### config.mk
export PLATFORM = sky130hd
export DESIGN_NAME = spi_master_ctrl
export DESIGN_NICKNAME = d
export VERILOG_FILES = /design/src/rtl/spi_master_ctrl.sv
export SDC_FILE = /design/constraint.sdc
export NUM_CORES = 1
export LEC_CHECK = 0
export CELL_PAD_IN_SITES_DETAIL_PLACEMENT = 2
export CELL_PAD_IN_SITES_GLOBAL_PLACEMENT = 2
export CORE_AREA = 5 5 131 133
export DETAILED_ROUTE_END_ITERATION = 8
export DIE_AREA = 0 0 136 138
export PLACE_DENSITY_LB_ADDON = 0.1
export SETUP_SLACK_MARGIN = 0.4
export SLEW_MARGIN = 20
export SYNTH_ARGS = -nofsm -noshare
export SYNTH_HDL_FRONTEND = slang
export SYNTH_SLANG_ARGS = --single-unit
### constraint.sdc
create_clock -name i_clk -period 3.95 [get_ports i_clk]
set_input_delay 0.79 -clock i_clk [delete_from_list [all_inputs] [get_ports i_clk]]
set_output_delay 0.79 -clock i_clk [all_outputs]
set_load 0.02 [all_outputs]
### src/rtl/spi_master_ctrl.sv
// SPI master controller, mode 0.
// One command per frame: 16-bit header {addr, dly}, dly dummy slots, then a 32-bit data word.
// The word captured on miso during the data slots is returned with a one-cycle rsp_valid pulse.
// All outputs come straight from registers or from decodes of the state register.
module spi_master_ctrl #(
    parameter int unsigned CLK_DIV  = 4,   // clk cycles per sclk half-period, >= 1
    parameter int unsigned ADD_LEN  = 14,
    parameter int unsigned DLY_LEN  = 2,
    parameter int unsigned HDR_LEN  = 16,  // must equal ADD_LEN + DLY_LEN
    parameter int unsigned DATA_LEN = 32
) (
    input  logic                i_clk,
    input  logic                i_rst,
    input  logic                i_cmd_valid,
    output logic                o_cmd_ready,
    input  logic [ADD_LEN-1:0]  i_cmd_addr,
    input  logic [DLY_LEN-1:0]  i_cmd_dly,
    input  logic [DATA_LEN-1:0] i_cmd_wdata,
    output logic                o_rsp_valid,
    output logic [DATA_LEN-1:0] o_rsp_rdata,
    output logic                o_busy,
    output logic                o_sclk,
    output logic                o_cs,
    output logic                o_mosi,
    input  logic                i_miso
);

    localparam int unsigned MAX_DLY   = (1 << DLY_LEN) - 1;
    localparam int unsigned MAX_SLOTS = HDR_LEN + MAX_DLY + DATA_LEN;
    localparam int unsigned BIT_W     = $clog2(MAX_SLOTS);
    localparam int unsigned CNT_W     = (CLK_DIV > 1) ? $clog2(CLK_DIV) : 1;

    localparam logic [CNT_W-1:0] CNT_LAST  = CNT_W'(CLK_DIV - 1);
    localparam logic [BIT_W-1:0] HDR_SLOTS = BIT_W'(HDR_LEN);
    localparam logic [BIT_W-1:0] DATA_M1   = BIT_W'(DATA_LEN - 1);

    typedef enum logic [1:0] {
        StIdle,
        StShift,
        StHold,
        StGap
    } state_t;

    // State and datapath registers
    state_t              r_state;
    logic [CNT_W-1:0]    r_cnt;      // half-period counter, 0..CLK_DIV-1
    logic [BIT_W-1:0]    r_bit;      // current bit slot
    logic [DLY_LEN-1:0]  r_dly;
    logic [HDR_LEN-1:0]  r_hdr_sh;   // header bits still to be sent, next at MSB
    logic [DATA_LEN-1:0] r_wd_sh;    // data bits still to be sent, next at MSB
    logic [DATA_LEN-1:0] r_rx;       // miso capture in progress
    logic [DATA_LEN-1:0] r_rdata;
    logic                r_rsp_valid;
    logic                r_sclk;
    logic                r_cs;
    logic                r_mosi;

    // Next-state values
    state_t              w_state_nxt;
    logic [CNT_W-1:0]    w_cnt_nxt;
    logic [BIT_W-1:0]    w_bit_nxt;
    logic [DLY_LEN-1:0]  w_dly_nxt;
    logic [HDR_LEN-1:0]  w_hdr_sh_nxt;
    logic [DATA_LEN-1:0] w_wd_sh_nxt;
    logic [DATA_LEN-1:0] w_rx_nxt;
    logic [DATA_LEN-1:0] w_rdata_nxt;
    logic                w_rsp_valid_nxt;
    logic                w_sclk_nxt;
    logic                w_cs_nxt;
    logic                w_mosi_nxt;

    // Decodes
    logic [HDR_LEN-1:0]  w_header;
    logic [BIT_W-1:0]    w_hdr_end;  // first data slot index
    logic [BIT_W-1:0]    w_last;     // last slot index of this frame
    logic [BIT_W-1:0]    w_bit_inc;
    logic                w_cnt_wrap;
    logic                w_data_slot;

    assign w_header    = {i_cmd_addr, i_cmd_dly};
    assign w_hdr_end   = HDR_SLOTS + BIT_W'(r_dly);
    assign w_last      = w_hdr_end + DATA_M1;
    assign w_bit_inc   = r_bit + 1'b1;
    assign w_cnt_wrap  = (r_cnt == CNT_LAST);
    assign w_data_slot = (r_bit >= w_hdr_end);

    assign o_cmd_ready = (r_state == StIdle);
    assign o_busy      = (r_state != StIdle);
    assign o_sclk      = r_sclk;
    assign o_cs        = r_cs;
    assign o_mosi      = r_mosi;
    assign o_rsp_valid = r_rsp_valid;
    assign o_rsp_rdata = r_rdata;

    // Next-state logic for the frame sequencer and its datapath
    always_comb begin
        w_state_nxt     = r_state;
        w_cnt_nxt       = r_cnt;
        w_bit_nxt       = r_bit;
        w_dly_nxt       = r_dly;
        w_hdr_sh_nxt    = r_hdr_sh;
        w_wd_sh_nxt     = r_wd_sh;
        w_rx_nxt        = r_rx;
        w_rdata_nxt     = r_rdata;
        w_rsp_valid_nxt = 1'b0;
        w_sclk_nxt      = r_sclk;
        w_cs_nxt        = r_cs;
        w_mosi_nxt      = r_mosi;

        unique case (r_state)
            StIdle: begin
                if (i_cmd_valid) begin
                    // Slot 0 starts next cycle with the header MSB already on mosi
                    w_state_nxt  = StShift;
                    w_cs_nxt     = 1'b0;
                    w_sclk_nxt   = 1'b0;
                    w_cnt_nxt    = '0;
                    w_bit_nxt    = '0;
                    w_dly_nxt    = i_cmd_dly;
                    w_mosi_nxt   = w_header[HDR_LEN-1];
                    w_hdr_sh_nxt = {w_header[HDR_LEN-2:0], 1'b0};
                    w_wd_sh_nxt  = i_cmd_wdata;
                    w_rx_nxt     = '0;
                end
            end

            StShift: begin
                if (w_cnt_wrap) begin
                    w_cnt_nxt = '0;
                    if (!r_sclk) begin
                        // Rising sclk: sample miso, data slots only
                        w_sclk_nxt = 1'b1;
                        if (w_data_slot) begin
                            w_rx_nxt = {r_rx[DATA_LEN-2:0], i_miso};
                        end
                    end else begin
                        // End of slot: falling sclk, mosi moves to the next slot's bit
                        w_sclk_nxt = 1'b0;
                        if (r_bit == w_last) begin
                            w_state_nxt = StHold;
                        end else begin
                            w_bit_nxt = w_bit_inc;
                            if (w_bit_inc < HDR_SLOTS) begin
                                w_mosi_nxt   = r_hdr_sh[HDR_LEN-1];
                                w_hdr_sh_nxt = {r_hdr_sh[HDR_LEN-2:0], 1'b0};
                            end else if (w_bit_inc < w_hdr_end) begin
                                w_mosi_nxt = 1'b0;
                            end else begin
                                w_mosi_nxt  = r_wd_sh[DATA_LEN-1];
                                w_wd_sh_nxt = {r_wd_sh[DATA_LEN-2:0], 1'b0};
                            end
                        end
                    end
                end else begin
                    w_cnt_nxt = r_cnt + 1'b1;
                end
            end

            StHold: begin
                if (w_cnt_wrap) begin
                    w_cnt_nxt       = '0;
                    w_state_nxt     = StGap;
                    w_cs_nxt        = 1'b1;
                    w_mosi_nxt      = 1'b0;
                    w_rsp_valid_nxt = 1'b1;
                    w_rdata_nxt     = r_rx;
                end else begin
                    w_cnt_nxt = r_cnt + 1'b1;
                end
            end

            StGap: begin
                if (w_cnt_wrap) begin
                    w_cnt_nxt   = '0;
                    w_state_nxt = StIdle;
                end else begin
                    w_cnt_nxt = r_cnt + 1'b1;
                end
            end

            default: begin
                w_state_nxt = StIdle;
            end
        endcase
    end

    // State register with synchronous reset; reset aborts any frame in flight
    always_ff @(posedge i_clk) begin
        if (i_rst) begin
            r_state     <= StIdle;
            r_cnt       <= '0;
            r_bit       <= '0;
            r_dly       <= '0;
            r_hdr_sh    <= '0;
            r_wd_sh     <= '0;
            r_rx        <= '0;
            r_rdata     <= '0;
            r_rsp_valid <= 1'b0;
            r_sclk      <= 1'b0;
            r_cs        <= 1'b1;
            r_mosi      <= 1'b0;
        end else begin
            r_state     <= w_state_nxt;
            r_cnt       <= w_cnt_nxt;
            r_bit       <= w_bit_nxt;
            r_dly       <= w_dly_nxt;
            r_hdr_sh    <= w_hdr_sh_nxt;
            r_wd_sh     <= w_wd_sh_nxt;
            r_rx        <= w_rx_nxt;
            r_rdata     <= w_rdata_nxt;
            r_rsp_valid <= w_rsp_valid_nxt;
            r_sclk      <= w_sclk_nxt;
            r_cs        <= w_cs_nxt;
            r_mosi      <= w_mosi_nxt;
        end
    end

endmodule

[Word-level counts from Yosys, hierarchy flattened]
Index checks and enable logic that the tools add are counted.
Operators by class
  mux-type cells: 48
  eq/ne operators: 17
  order comparisons: 3
  bitwise logic cells: 1
  $add $sub $neg: 4
  reductions and logical operators: 17
Operators by type and width (count)
  $mux W32: 10
  $pmux W32 S2: 2
  $mux W16: 5
  $pmux W16 S2: 1
  $mux W6: 4
  $ne A2 B2 Y1 const B: 12
  $reduce_and A6 Y1: 3
  $mux W2: 8
  $mux W1: 12
  $pmux W6 S2: 1
  $reduce_and A5 Y1: 2
  $pmux W2 S4: 1
  $reduce_and A7 Y1: 1
  $add A5 B2 Y6 const A: 1
  $add A6 B1 Y6 const B: 1
  $add A6 B5 Y6 const B: 1
  $eq A2 B2 Y1 const B: 3
  $eq A6 B6 Y1: 1
  $ge A6 B6 Y1: 1
  $lt A6 B5 Y1 const B: 1
  $lt A6 B6 Y1: 1
  $reduce_and A3 Y1: 2
  $reduce_bool A2 Y1: 3
  $pmux W1 S2: 2
  other kinds (10): 11
Word-level totals
  input bits: 52
  output and inout bits: 38
  flip-flop bits (word level): 128
  word-level logic and storage cells: 102

[Depth between registers and ports, before layout]
Gate-level depths: netlist (run 1).
  depth in word-level cells: 8
  mapped depth: 10

[Worst setup path after synthesis (run 1)]
Ideal clock, no wire load.
  path type: register to register
  start point: register r_bit[0]
  end point: register r_wd_sh[10]
  data arrival time: 2.143 ns
  path slack: 1.721 ns
  cell stages (with the launch flop): 10
  setup time: 0.086 ns
  data required time: 3.864 ns
  path through: dfxtp_1 -> ha_1 -> ha_1 -> nor2b_1 -> o41ai_1 -> a311o_2 -> nand2_1 -> buf_2 -> a21oi_1 -> a211oi_1
On the way
  longest elaborated chain between the ends: 4
Ends and longest elaborated chain
  start: declaration: RTL line 47  | logic [BIT_W-1:0] r_bit;
  start signal: assignment: RTL line 205  | r_bit <= w_bit_nxt;
  $add A6 B1 Y6: RTL line 83  | assign w_bit_inc = r_bit + 1'b1;
  $lt A6 B6 Y1 or $lt A6 B5 Y1 (tied branches): RTL line 146, 143
  $ne A2 B2 Y1 (no line)
  $reduce_and A7 Y1 (no line) *
  end signal: assignment: RTL line 208  | r_wd_sh <= w_wd_sh_nxt;
  end: declaration: RTL line 50  | logic [DATA_LEN-1:0] r_wd_sh;
Every way passes the cells marked *; elsewhere a longest branch is shown, timed or not.
A chain may end at the register's enable or synchronous reset.

[Final worst setup path (run 1)]
  start point: register r_bit[0]
  end point: register r_wd_sh[5]
Same word-level chain as after synthesis.

==> results by group, run 1 <==
Status
  – Status: complete, no violations

Timing
  – Unrepaired setup endpoints after global routing: no
  – Final setup vio count: 0
  – Tcrit/Tclk final: 75.7%
  – Rel. slew slack: 40.8%
  – Sum Neg Setup Slack: 0 ns
  – Max Transition Viols Final: 0
  – FMAX: 335 MHz
  – Least-Margin Pin Slew: 0.888 ns
  – Min Tclk post-route: 2.99 ns
  – Final Hold Viols: 0
  – Final WS setup: between 0.9 and 1 ns
  – Worst clock skew: slightly below 0.007 ns

Clock network
  – Quantity of hold-fixing buffers added after cts: 0
  – Clock-pin slew on the worst setup and hold paths: around 0.060 ns
  – TritonCTS clock tree: done
  – Insertion delay to the later sink of the worst-skew pair: 0.42 ns
  – Max Root-Sink Buffers: 2
  – # H-tree levels: 4
  – Root Driver: clkbuf_16
  – Total clock sinks: about 130
  – Cts bufs inserted: 17
  – Post-cts sizing count: 0
  – Number of post-CTS setup repair buffers: 0

Routing
  – Routed len/inst: 18.5 um
  – Remaining DRCs: 0
  – Via count: 4632
  – DR iter-0 viols: 134
  – Detailed Routing Iterations Pass 1: 4
  – Avg Vias per Cell: 5.25
  – Final WL: 16300 um
  – Final ANT Viol Nets: 0

Logic synthesis
  – Mapped Cells: 586
  – Post-synth EDFFs: 0
  – Number of distinct library cells after synthesis: 52
  – Mapped Avg Cell Area: just over 9 sq um
  – Synth Register Bits: 127
  – Post-synthesis sequential area ratio: a little under half
  – Ys Warns: 0
  – Ys async rst share: 0%
  – Top cells by area, synth: dfxtp_1 47%, a21oi_1 7.2%, nand2_1 6.1%
  – Syn nets: roughly 650
  – Synthesized area: 5440 sq um
  – Most area-hungry cell type in the Yosys netlist: dfxtp_1
  – Dominant synthesized flop cell: dfxtp_1
  – Share of the synthesized area in the top cell type: a little under half

Hold path
  – Min-delay worst type: flip-flop to flip-flop

Floorplan
  – Die Span X: 136 um
  – Total I/O pin count: 90
  – Num rows: 46
  – Initial Utilization: 34.6%
  – Overall die height: 138 um
  – Die area: 18800 sq um
  – Core Region: 15700 sq um

Setup path
  – Worst path required time: 4.27 ns
  – Startpoint type of the worst setup path: flip-flop
  – Crit-path max FO: 17
  – Critical Path End Type: flip-flop
  – CP arrival: 3.31 ns
  – Setup CP Type: flip-flop to flip-flop

Placed design
  – DP Worst Slack: 0.960 ns
  – GPL Wtd Cong: ~0.77
  – Detailed Place HPWL: 10600 um
  – Placement Cell Area: 6420 sq um
  – PortBufs: roughly 90

Pwr
  – Psw: 1.78 mW
  – Seq pwr share: 33.9%
  – Leak: 2.50 nW
  – Peak supply drop: roughly 340 uV
  – Combinational share of power: 34.1%
  – Power Dens Cells: 700 nW/um^2
  – Internal cell power: 3.13 mW
  – Net Sw Frac: between 30% and 40%
  – Clock power frac: about 32%

GRT
  – Pin count of the biggest net entering global routing: 67
  – First-pass GRT wire length: 27000 um
  – Initial antenna violation count: 0
  – Vias in the first global route: 5146
  – Gr ovfl total: 0
  – Total GRT Usage: 17.7%

Final layout
  – Fin area: 7010 sq um
  – # diodes: 0
  – Layout cells sized above 1: between 10% and 20%
  – Filler cells: roughly 1600
  – Layout area overhead: 28.9%
  – Final #Nets: 717

Run
  – Max_cap viols: 0
## cell type report
| type | instances | area, sq um | area share (%) |
|---|---|---|---|
| Clock buffer | 18 | 439 | 6.26 |
| Clock inverter | 14 | 156 | 2.23 |
| Multi-Input combinational cell | 385 | 2560 | 36.4 |
| Timing Repair Buffer | 98 | 956 | 13.6 |
| Tap cell | 216 | 270 | 3.85 |
| Sequential cell | 127 | 2540 | 36.2 |
| Inverter | 25 | 93.8 | 1.34 |
## placed cells by master, fill, tap and decap left out, types with 4 or more instances in the layout
cell,Yosys,final
a211oi_1,33,33
a21oi_1,78,78
a221oi_1,5,5
a221oi_2,9,9
a22o_1,32,32
buf_4,0,10
clkbuf_16,0,17
clkdlybuf4s50_1,0,88
dfxtp_1,127,127
ha_1,11,10
inv_1,25,25
mux2i_1,32,32
nand2_1,89,88
nand2b_1,6,6
nand3_1,7,7
nor2_1,16,16
nor3_1,5,5
o21ai_0,4,4
o22ai_1,14,14
## state kept, by name, indices dropped and copies added, names as in the netlist
name / count
r_wd_sh: 32
o_sclk: 1
o_rsp_rdata: 32
r_rx: 32
r_state: 2
o_rsp_valid: 1
o_mosi: 1
r_cnt: 2
r_dly: 2
r_bit: 6
r_hdr_sh: 15
o_cs: 1
## kinds of logic after synthesis
group,count (synthesis),synth area share [%]
compound gates,197,26.0
simple gates,143,11.9
flops,127,46.7
buf+inv,74,6.58
mux,33,6.09
fa+ha+maj,11,2.53
xor+xnor,1,0.161
## synthesized netlist by cell type, types with 2 or more instances
master    instances
a211oi_1         33
a21boi_0          2
a21oi_1          78
a21oi_2           3
a221oi_1          5
a221oi_2          9
a22o_1           32
a22oi_1           3
and2_1            2
and3_1            3
buf_1             2
buf_2            10
buf_6             9
clkbuf_1         28
dfxtp_1         127
ha_1             11
inv_1            25
mux2i_1          32
nand2_1          89
nand2b_1          6
nand3_1           7
nand4_1           3
nor2_1           16
nor3_1            5
nor4_1            2
o21a_1            2
o21ai_0           4
o22ai_1          14
## routing by layer
layer  share of wire [%]  track usage [%]  vias up  wire length, um
li1                    -                -     2246                -
met1                  45             21.8     2308             7310
met2                  51             30.3       65             8280
met3                 3.6             4.90       13              595
met4                0.85             4.46        0              138
met5                   0                0        -                0
## path summary, 6_finish.rpt
| kind | cells past startpoint | to | from | slack [ns] |
|---|---|---|---|---|
| max | 9 | r_wd_sh[5] | r_bit[0] | 0.96 |
| min | 2 | o_rsp_rdata[9] | o_rsp_rdata[9] | 0.46 |
| max reg2reg | 9 | r_wd_sh[5] | r_bit[0] | 0.96 |
| min reg2reg | 2 | o_rsp_rdata[9] | o_rsp_rdata[9] | 0.46 |
## through the flow
step	std cells	total power [mW]	util [%]	hold WS, ns
2_1_floorplan	586	2.98	-	0.431
3_3_place_gp	851	3.26	40.8	0.440
3_5_place_dp	851	3.37	40.9	0.452
4_1_cts	883	4.99	44.6	0.464
5_1_grt	883	5.21	44.6	0.484
6_report	883	4.91	44.6	0.455
## power groups by stage
stage                     combinational, mW  sequential (mW)  clock, mW
after detailed placement               1.68             1.69          0
after global routing                   1.85             1.69       1.67
after CTS                              1.71             1.67       1.62
after global placement                 1.58             1.67          0
final                                  1.67             1.66       1.57
after floorplan                        1.32             1.66          0
## critical path, cell delays in order (launching register included)
cell      delay (ns)
dfxtp_1         0.49
ha_1            0.31
ha_1            0.27
nor2b_1         0.17
o41ai_1         0.10
a311o_2         0.44
nand2_1         0.41
buf_4           0.33
a21oi_1         0.11
a211oi_1        0.27
No activity file was read; power rests on OpenSTA's default activity.
==> inputs of run 2 (changes only) <==
Settings changed: CORE_AREA 5 5 131 133 to 5 5 143 145, DIE_AREA 0 0 136 138 to 0 0 148 150.
Clock period 3.95 ns to 2.55 ns, I/O delays scaled along.
==> results by group, run 2 (synthesis gave the netlist of run 1 again) <==
Final layout
  – Layout area overhead: 45.6%
  – Register Area: 2560 sq um
  – Most frequent cells in the layout: 119 x dfxtp_1, 87 x nand2_1, 86 x clkdlybuf4s50_1
  – Filler cells: 2025
  – Non-Filler Instances: 941
  – Utilization after layout: 41.5%
  – Final #Nets: 753
  – Most common cell after layout, fill and taps aside: dfxtp_1
  – Layout cells sized above 1: 23.9%
  – Area of the multi-input gates: 2890 sq um
  – # diodes: 0
  – Fin area: roughly 8000 sq um

GRT
  – First-pass GRT wire length: 30300 um
  – Pin count of the biggest net entering global routing: 65
  – Gr ovfl total: 0
  – Initial antenna violation count: 1
  – Total GRT Usage: roughly 17%
  – Vias in the first global route: 5546

Setup path
  – Worst path required time: 2.88 ns
  – Reg2Reg Depth: 10
  – Top Family by Delay on Critical Path: compound AO/OA/AOI/OAI gates
  – Buf/Inv on CP: 3
  – Crit-path max FO: 8
  – Critical-path cell list: ha_4 -> ha_4 -> nor2b_4 -> o41ai_2 -> a311o_2 -> buf_6 -> a21oi_4 -> buf_12 -> buf_12 -> a211oi_2
  – CP arrival: 2.61 ns
  – Startpoint type of the worst setup path: flip-flop
  – Setup CP Type: flip-flop to flip-flop
  – Crit path largest cell delay: 0.37 ns
  – Critical Path Stages: 10
  – Critical Path End Type: flip-flop
  – Slowest cell on the critical path: dfxtp_4

Floorplan
  – Core Region: 19100 sq um
  – Num rows: 51
  – Die Span X: ~150 um
  – Total I/O pin count: 90
  – Die area: 22200 sq um
  – Overall die height: about 150 um
  – Initial Utilization: around 29%

Timing
  – Sum Neg Setup Slack: 0 ns
  – Least-Margin Pin Slew: 0.547 ns
  – Worst clock skew: 0.00864 ns
  – Tcrit/Tclk final: 89.4%
  – Max Transition Viols Final: 0
  – Final Hold Viols: 0
  – Rel. slew slack: 63.6%
  – Unrepaired setup endpoints after global routing: yes
  – FMAX: 439 MHz
  – Final WS setup: 0.271 ns
  – Final setup vio count: 0
  – Min Tclk post-route: roughly 2.3 ns
  – WHS: 0.458 ns

Clock network
  – TritonCTS clock tree: done
  – Max Root-Sink Buffers: 2
  – Insertion delay to the later sink of the worst-skew pair: 0.42 ns
  – Cts bufs inserted: 17
  – Total clock sinks: 127
  – Root Driver: clkbuf_16
  – Clock-pin slew on the worst setup and hold paths: ~0.06 ns
  – # H-tree levels: 4

Placed design
  – Placement Cell Area: 6540 sq um
  – Detailed Place HPWL: 10800 um
  – DP Worst Slack: 0.0221 ns
  – GPL Wtd Cong: 0.767
  – Placed cells: 876
  – PortBufs: a little under 90

Routing
  – Via count: 4854
  – Final ANT Viol Nets: 0
  – Avg Vias per Cell: 5.16
  – DR iter-0 viols: 159
  – Remaining DRCs: 0
  – Routed len/inst: 20.4 um
  – Final WL: 19200 um
  – Detailed Routing Iterations Pass 1: 4

Pwr
  – Power Dens Cells: 1120 nW/um^2
  – Leak: 2.84 nW
  – Power Total: 8.90 mW
  – Peak supply drop: 507 uV

Hold path
  – Min-delay worst type: flip-flop to flip-flop
  – Hold path depth: 2

Run
  – Max_cap viols: 0

Status
  – Status: complete, no violations
==> run 2: layout make-up <==
type                    instances  share of cell area (%)
clock inverters                15                    1.60
multi-input cells             386                    36.5
well taps                     238                    3.76
inverters                      25                    1.22
repair buffers                133                    19.3
flip-flops and latches        127                    32.3
clock buffers                  17                    5.37
==> run 2: worst reg2reg max path: cells and delay by family (launching register included) <==
kind	cells	cell delay, ns
and+or+nand+nor	1	0.13
buffers and inverters	3	0.41
adders and majority gates	2	0.47
AOI/OAI and AO/OA	4	0.81
DFF	1	0.37
==> run 2: path summary, 6_finish.rpt <==
path	to	slack [ns]	startpoint
worst max-delay path	r_wd_sh[26]	0.27	r_bit[0]
worst min-delay path	o_rsp_rdata[23]	0.46	o_rsp_rdata[23]
worst max register to register	r_wd_sh[26]	0.27	r_bit[0]
worst min register to register	o_rsp_rdata[23]	0.46	o_rsp_rdata[23]
==> run 2: power breakdown <==
part / switching [mW] / leakage, nW / internal (mW)
Clock: 1.03 / 0.274 / 1.27
Combinational: 2.10 / 1.53 / 1.87
Sequential: 0.244 / 1.04 / 2.38
Total: 3.38 / 2.84 / 5.52
==> run 2: timing repair <==
item,in CTS,in global routing
gates cloned,10,2
setup buffers,13,8
setup endpoints to repair,84,84
pin swaps,14,22
hold buffers,0,0
resized for setup,54,43
==> run 2: per-layer routing <==
metal	share of wire, %	GRT usage [%]	vias to the layer above
li1	-	-	2326
met1	42	19.8	2429
met2	53	31.5	73
met3	2.9	3.85	24
met4	1.6	5.82	2
met5	0.068	0	-
==> RTL edit 1 (flow settings as in run 2) <==
Reset style: asynchronous (`i_rst`), changed in one clocked block. Comments in the files are not updated.
--- a/src/rtl/spi_master_ctrl.sv
+++ b/src/rtl/spi_master_ctrl.sv
@@ -186,5 +186,5 @@
 
     // State register with synchronous reset; reset aborts any frame in flight
-    always_ff @(posedge i_clk) begin
+    always_ff @(posedge i_clk or posedge i_rst) begin
         if (i_rst) begin
             r_state     <= StIdle;
Function: differs if i_rst is asserted again (counterexample within 4 cycles, from zero or initial values and one cycle with i_rst high); with i_rst held inactive, the same outputs for 10 cycles.
==> RTL edit 1 against run 2 <==
- final area rose by 3.1%
- global-route usage fell by 1.9 points
- wire length fell by 12%
- synthesized area rose by 6.3%
- highest routed layer unchanged
- first-iteration DRC count rose by 8.8%
- worst setup slack got worse by 52 ps
- sequential cell count did not move
- sequential share of layout area rose by 6.7 points
- die area did not move
- largest cell class is now flip-flops and latches
- clock skew rose by 1.2 ps
- synthesized cell count fell by 18%
Power is not compared: it rests on default switching activity, and its combinational part moved more than twofold at a synthesized area within 25%.
==> RTL edit 1: results (changes against run 2) <==
metric;value;unit;change
critPathArrivalTime;2670;ps;+60 ps
crit_family;simple AND/OR/NAND/NOR gates;;
clkPwrFrac;53.5;%;
comb_power_share;2.9;%;
finalNetCount;654;;-13%
cts_buffers;17;;unchanged
grt_max_degree;60;;-7.7%
drt-wirelength-per-cell;20.12;µm;-1.5%
syn-num-nets;543;;-16%
cp-startpoint;r_bit[1];;
relSlewSlack;64.72;%;+1.2 points
ir_drop;0.0004223;V;
grt_pass1_wl;27050;µm;-11%
cpPeakStageDelay;410;ps;+40 ps
dp_hpwl;10460;µm;-2.7%
place_worst_setup_slack;114.0;ps;+91.97 ps
layout-drive-gt1-share;29.19;%;+5.3 points
cts_root_buffer;clkbuf_16;;
endpoint;r_wd_sh[2];;
netlist_top_cells_area;dfrtp_1 (55%), mux2i_1 (8.1%), mux2_2 (6.8%), a22o_1 (5.1%), a21oi_2 (4.7%);;
synth_fa_ha_area_share;2.379;%;-0.15 points
async_reset_ff_share;100.0;%;+100 points
skew;9.804;ps;+1.165 ps
first_global_vias;4895;;-12%
track_usage;15.34;%;-1.9 points
path_max_fanout;5;;-3
synthDistinctLibCells;49;;-5.8%
synth-xor-area-share;0.6057;%;+0.44 points
hold_path_class;input port to async pin;;
outcome;completed;;
antenna_found_initial;2;;+1
yosysSeqAreaShare;54.96;%;+8.2 points
gp_congestion;0.7121;;-7.1%
vias;4241;;-13%
synth_commonest_cells;dfrtp_1 (126), mux2i_1 (47), mux2_2 (35), a21oi_1 (34), a22o_1 (34);;
muxShareOfSynthArea;14.95;%;+8.9 points
r2r_cells;10;;unchanged
fmax;428.8;MHz;-2.2%
io_buffers;89;;unchanged
cpMaxStageDelayCell;dfrtp_1;;
yosysWarnings;0;;unchanged
r2r_slack;220;ps;-50 ps
clock_latency;410;ps;
fillers;1904;;-6.0%
synth_compound_area_share;17.89;%;-8.1 points
first_iter_violations;173;;+8.8%
## RTL edit 1: cell types whose count changed after synthesis, sizes merged, moves of 10 or more
cell    before  now
nand2       89   30
dfxtp      127    0
dfrtp        0  126
mux2i       32   47
o21ai        4   29
o22ai       14    0
inv         25   12
buf         21   11
a211oi      34    0
a221oi      14    0
a21oi       81   65
mux2         1   35
## RTL edit 1: timing repair
action                                  CTS  global route
endpoints found under the setup margin   80            86
resized for setup                        40            29
buffers inserted                         10             3
pin swaps                                 8             6
gates cloned                              4             3
## RTL edit 1: routing by layer
metal	global-route usage [%]	part of all wire, %
met1	18.79	43
met2	25.90	51
met3	5.330	5.0
met4	4.018	1.0
met5	0	0.12
## RTL edit 1: area by class of cell
class	instances	area share, %
clock buffer	23	6.100
clock inverter	8	1.287
inverter	12	0.5977
multi-input combinational	307	32.11
sequential	127	38.94
tap	238	3.648
timing repair buffer	126	17.32
## RTL edit 1: metrics by stage
step | instances | utilization (%) | total power [mW] | instance area (µm²)
after floorplan | 480 | - | 2.085 | 5802
after global placement | 790 | 36.67 | 2.191 | 6997
after detailed placement | 790 | 36.67 | 2.193 | 6997
after CTS | 835 | 41.73 | 4.685 | 7961
after global routing | 841 | 42.79 | 4.817 | 8164
final | 841 | 42.79 | 4.624 | 8164
## RTL edit 1: worst min path at each step
| stage | endpoint | slack [ps] | from | cells past startpoint |
|---|---|---|---|---|
| CTS | o_rsp_rdata[22] | 490 | i_rst | 2 |
| detailed placement | r_hdr_sh[12] | 480 | r_hdr_sh[12] | 2 |
| finish | o_rsp_rdata[22] | 490 | i_rst | 2 |
| global route | r_hdr_sh[8] | 510 | r_hdr_sh[8] | 2 |
| global placement | r_hdr_sh[14] | 470 | r_hdr_sh[14] | 2 |
| floorplan | r_hdr_sh[10] | 460 | r_hdr_sh[10] | 2 |
==> RTL edit 2 (config.mk and constraints of run 2) <==
Made on the original files. Re-encode `state_t` (4 states) as one-hot, 4 bits wide.
--- a/src/rtl/spi_master_ctrl.sv
+++ b/src/rtl/spi_master_ctrl.sv
@@ -35,9 +35,9 @@
     localparam logic [BIT_W-1:0] DATA_M1   = BIT_W'(DATA_LEN - 1);
 
-    typedef enum logic [1:0] {
-        StIdle,
-        StShift,
-        StHold,
-        StGap
+    typedef enum logic [3:0] {
+        StIdle  = 4'b0001,
+        StShift = 4'b0010,
+        StHold  = 4'b0100,
+        StGap   = 4'b1000
     } state_t;
 
Function: same outputs for any inputs over 4 cycles, from zero or initial values and one cycle with i_rst high; so few cycles prove little.
==> RTL edit 2 against run 2 <==
- wire length is 2.5% higher
- count of clock-buffer cells in the layout is 5 higher
- largest cell class unchanged
- die area stayed put
- sequential cell count is 2 higher
- final area is 5.3% higher
- synthesized area is 8.9% higher
- worst setup slack worse by 220 ps
Power is not compared: it rests on default switching activity, and its combinational part moved more than twofold at a synthesized area within 25%.
==> RTL edit 2: results (changes against run 2) <==
metric;value;unit;change
r2r_cells;11;;+1
grt_use_met3;3.543;%;-0.30 points
stdcell_count;1054;;+12%
drt_pass1_iterations;5;;+1
cts_root_buffer;clkbuf_16;;
first_iter_violations;145;;-8.8%
top_layer;met4;;
grtUsageMet2;31.74;%;+0.25 points
skew;8.179;ps;-0.4603 ps
hold_path_class;register to register;;
hold_end;o_rsp_rdata[12];;
synthCells;706;;+20%
cp-startpoint;r_dly[0];;
yosysSeqAreaShare;43.58;%;-3.2 points
worstHoldStart;o_rsp_rdata[12];;
cts_buffers;17;;unchanged
relSlewSlack;52.65;%;-11 points
dp_hpwl;11700;µm;+8.8%
placed_cells_incl_taps;1004;;+15%
diodes;0;;unchanged
cts_resized;57;;+5.6%
cpPeakStageDelay;490;ps;+120 ps
critPathArrivalTime;2830;ps;+220 ps
viasPerCell;5.113;;-0.88%
antenna_found_initial;0;;-1
syn-num-nets;765;;+18%
gp_congestion;0.7757;;+1.2%
netlist_top_cells_area;dfxtp_1 (44%), nand2_1 (13%), mux2i_1 (7.9%), a21oi_1 (6.3%), mux2_1 (5.5%);;
cts_setup_buffers;9;;-4
dr_wl_met3;613;µm;+10%
cpMaxStageDelayCell;or4b_4;;
grt_use_met1;21.43;%;+1.6 points
r2r-end;r_bit[3];;
grt_pass1_wl;31710;µm;+4.7%
timing.hold.ws;456.1;ps;-2.372 ps
hold_path_depth;2;;unchanged
r2r_slack;50;ps;-220 ps
path_max_fanout;5;;-3
area_growth_syn_to_layout;40.75;%;
drt-wirelength-per-cell;18.69;µm;-8.5%
synth_commonest_cells;nand2_1 (206), dfxtp_1 (129), a21oi_1 (75), clkbuf_1 (48), mux2i_1 (47);;
wl_met1;8668;µm;+7.3%
track_usage;17.72;%;+0.50 points
finalNetCount;863;;+15%
layout-drive-gt1-share;17.77;%;-6.1 points
period_share;98.10;%;+8.7 points
first_global_vias;6004;;+8.3%
placed_area;0.007159;mm²;+9.6%
grt_max_degree;82;;+26%
place_worst_setup_slack;-6.250;ps;-28.32 ps
ir_drop;0.0004591;V;
met2_length;10140;µm;-1.1%
outcome;completed;;
fillers;2047;;+1.1%
[RTL edit 2: changes by cell type after synthesis, moves of 20 or more]
| cell | delta |
|---|---|
| nand2_1 | +117 |
| a211oi_1 | -33 |
| clkbuf_1 | +20 |
| a22o_1 | -32 |
| mux2_1 | +29 |
| nor2b_1 | +32 |
[RTL edit 2: power by group]
part           total [mW]  internal [mW]  switching, mW
Combinational       0.744          0.374          0.370
Sequential           2.17           2.11         0.0639
Clock                2.82           1.91          0.914
Total                5.74           4.39           1.35
[RTL edit 2: final cells by class]
| cell class | instances | area share [%] |
|---|---|---|
| repair buffers | 133 | 16.83 |
| clock buffers | 22 | 5.686 |
| clock inverters | 9 | 2.430 |
| well taps | 238 | 3.570 |
| inverters | 13 | 0.6451 |
| multi-input cells | 510 | 39.75 |
| flip-flops and latches | 129 | 31.08 |
[RTL edit 2: cell families after synthesis]
group / share of synthesized area, %
simple gates: 20.46
buf+inv: 4.666
mux: 13.83
fa+ha+maj: 1.478
xor+xnor: 0.8868
compound gates: 15.10
flops: 43.58
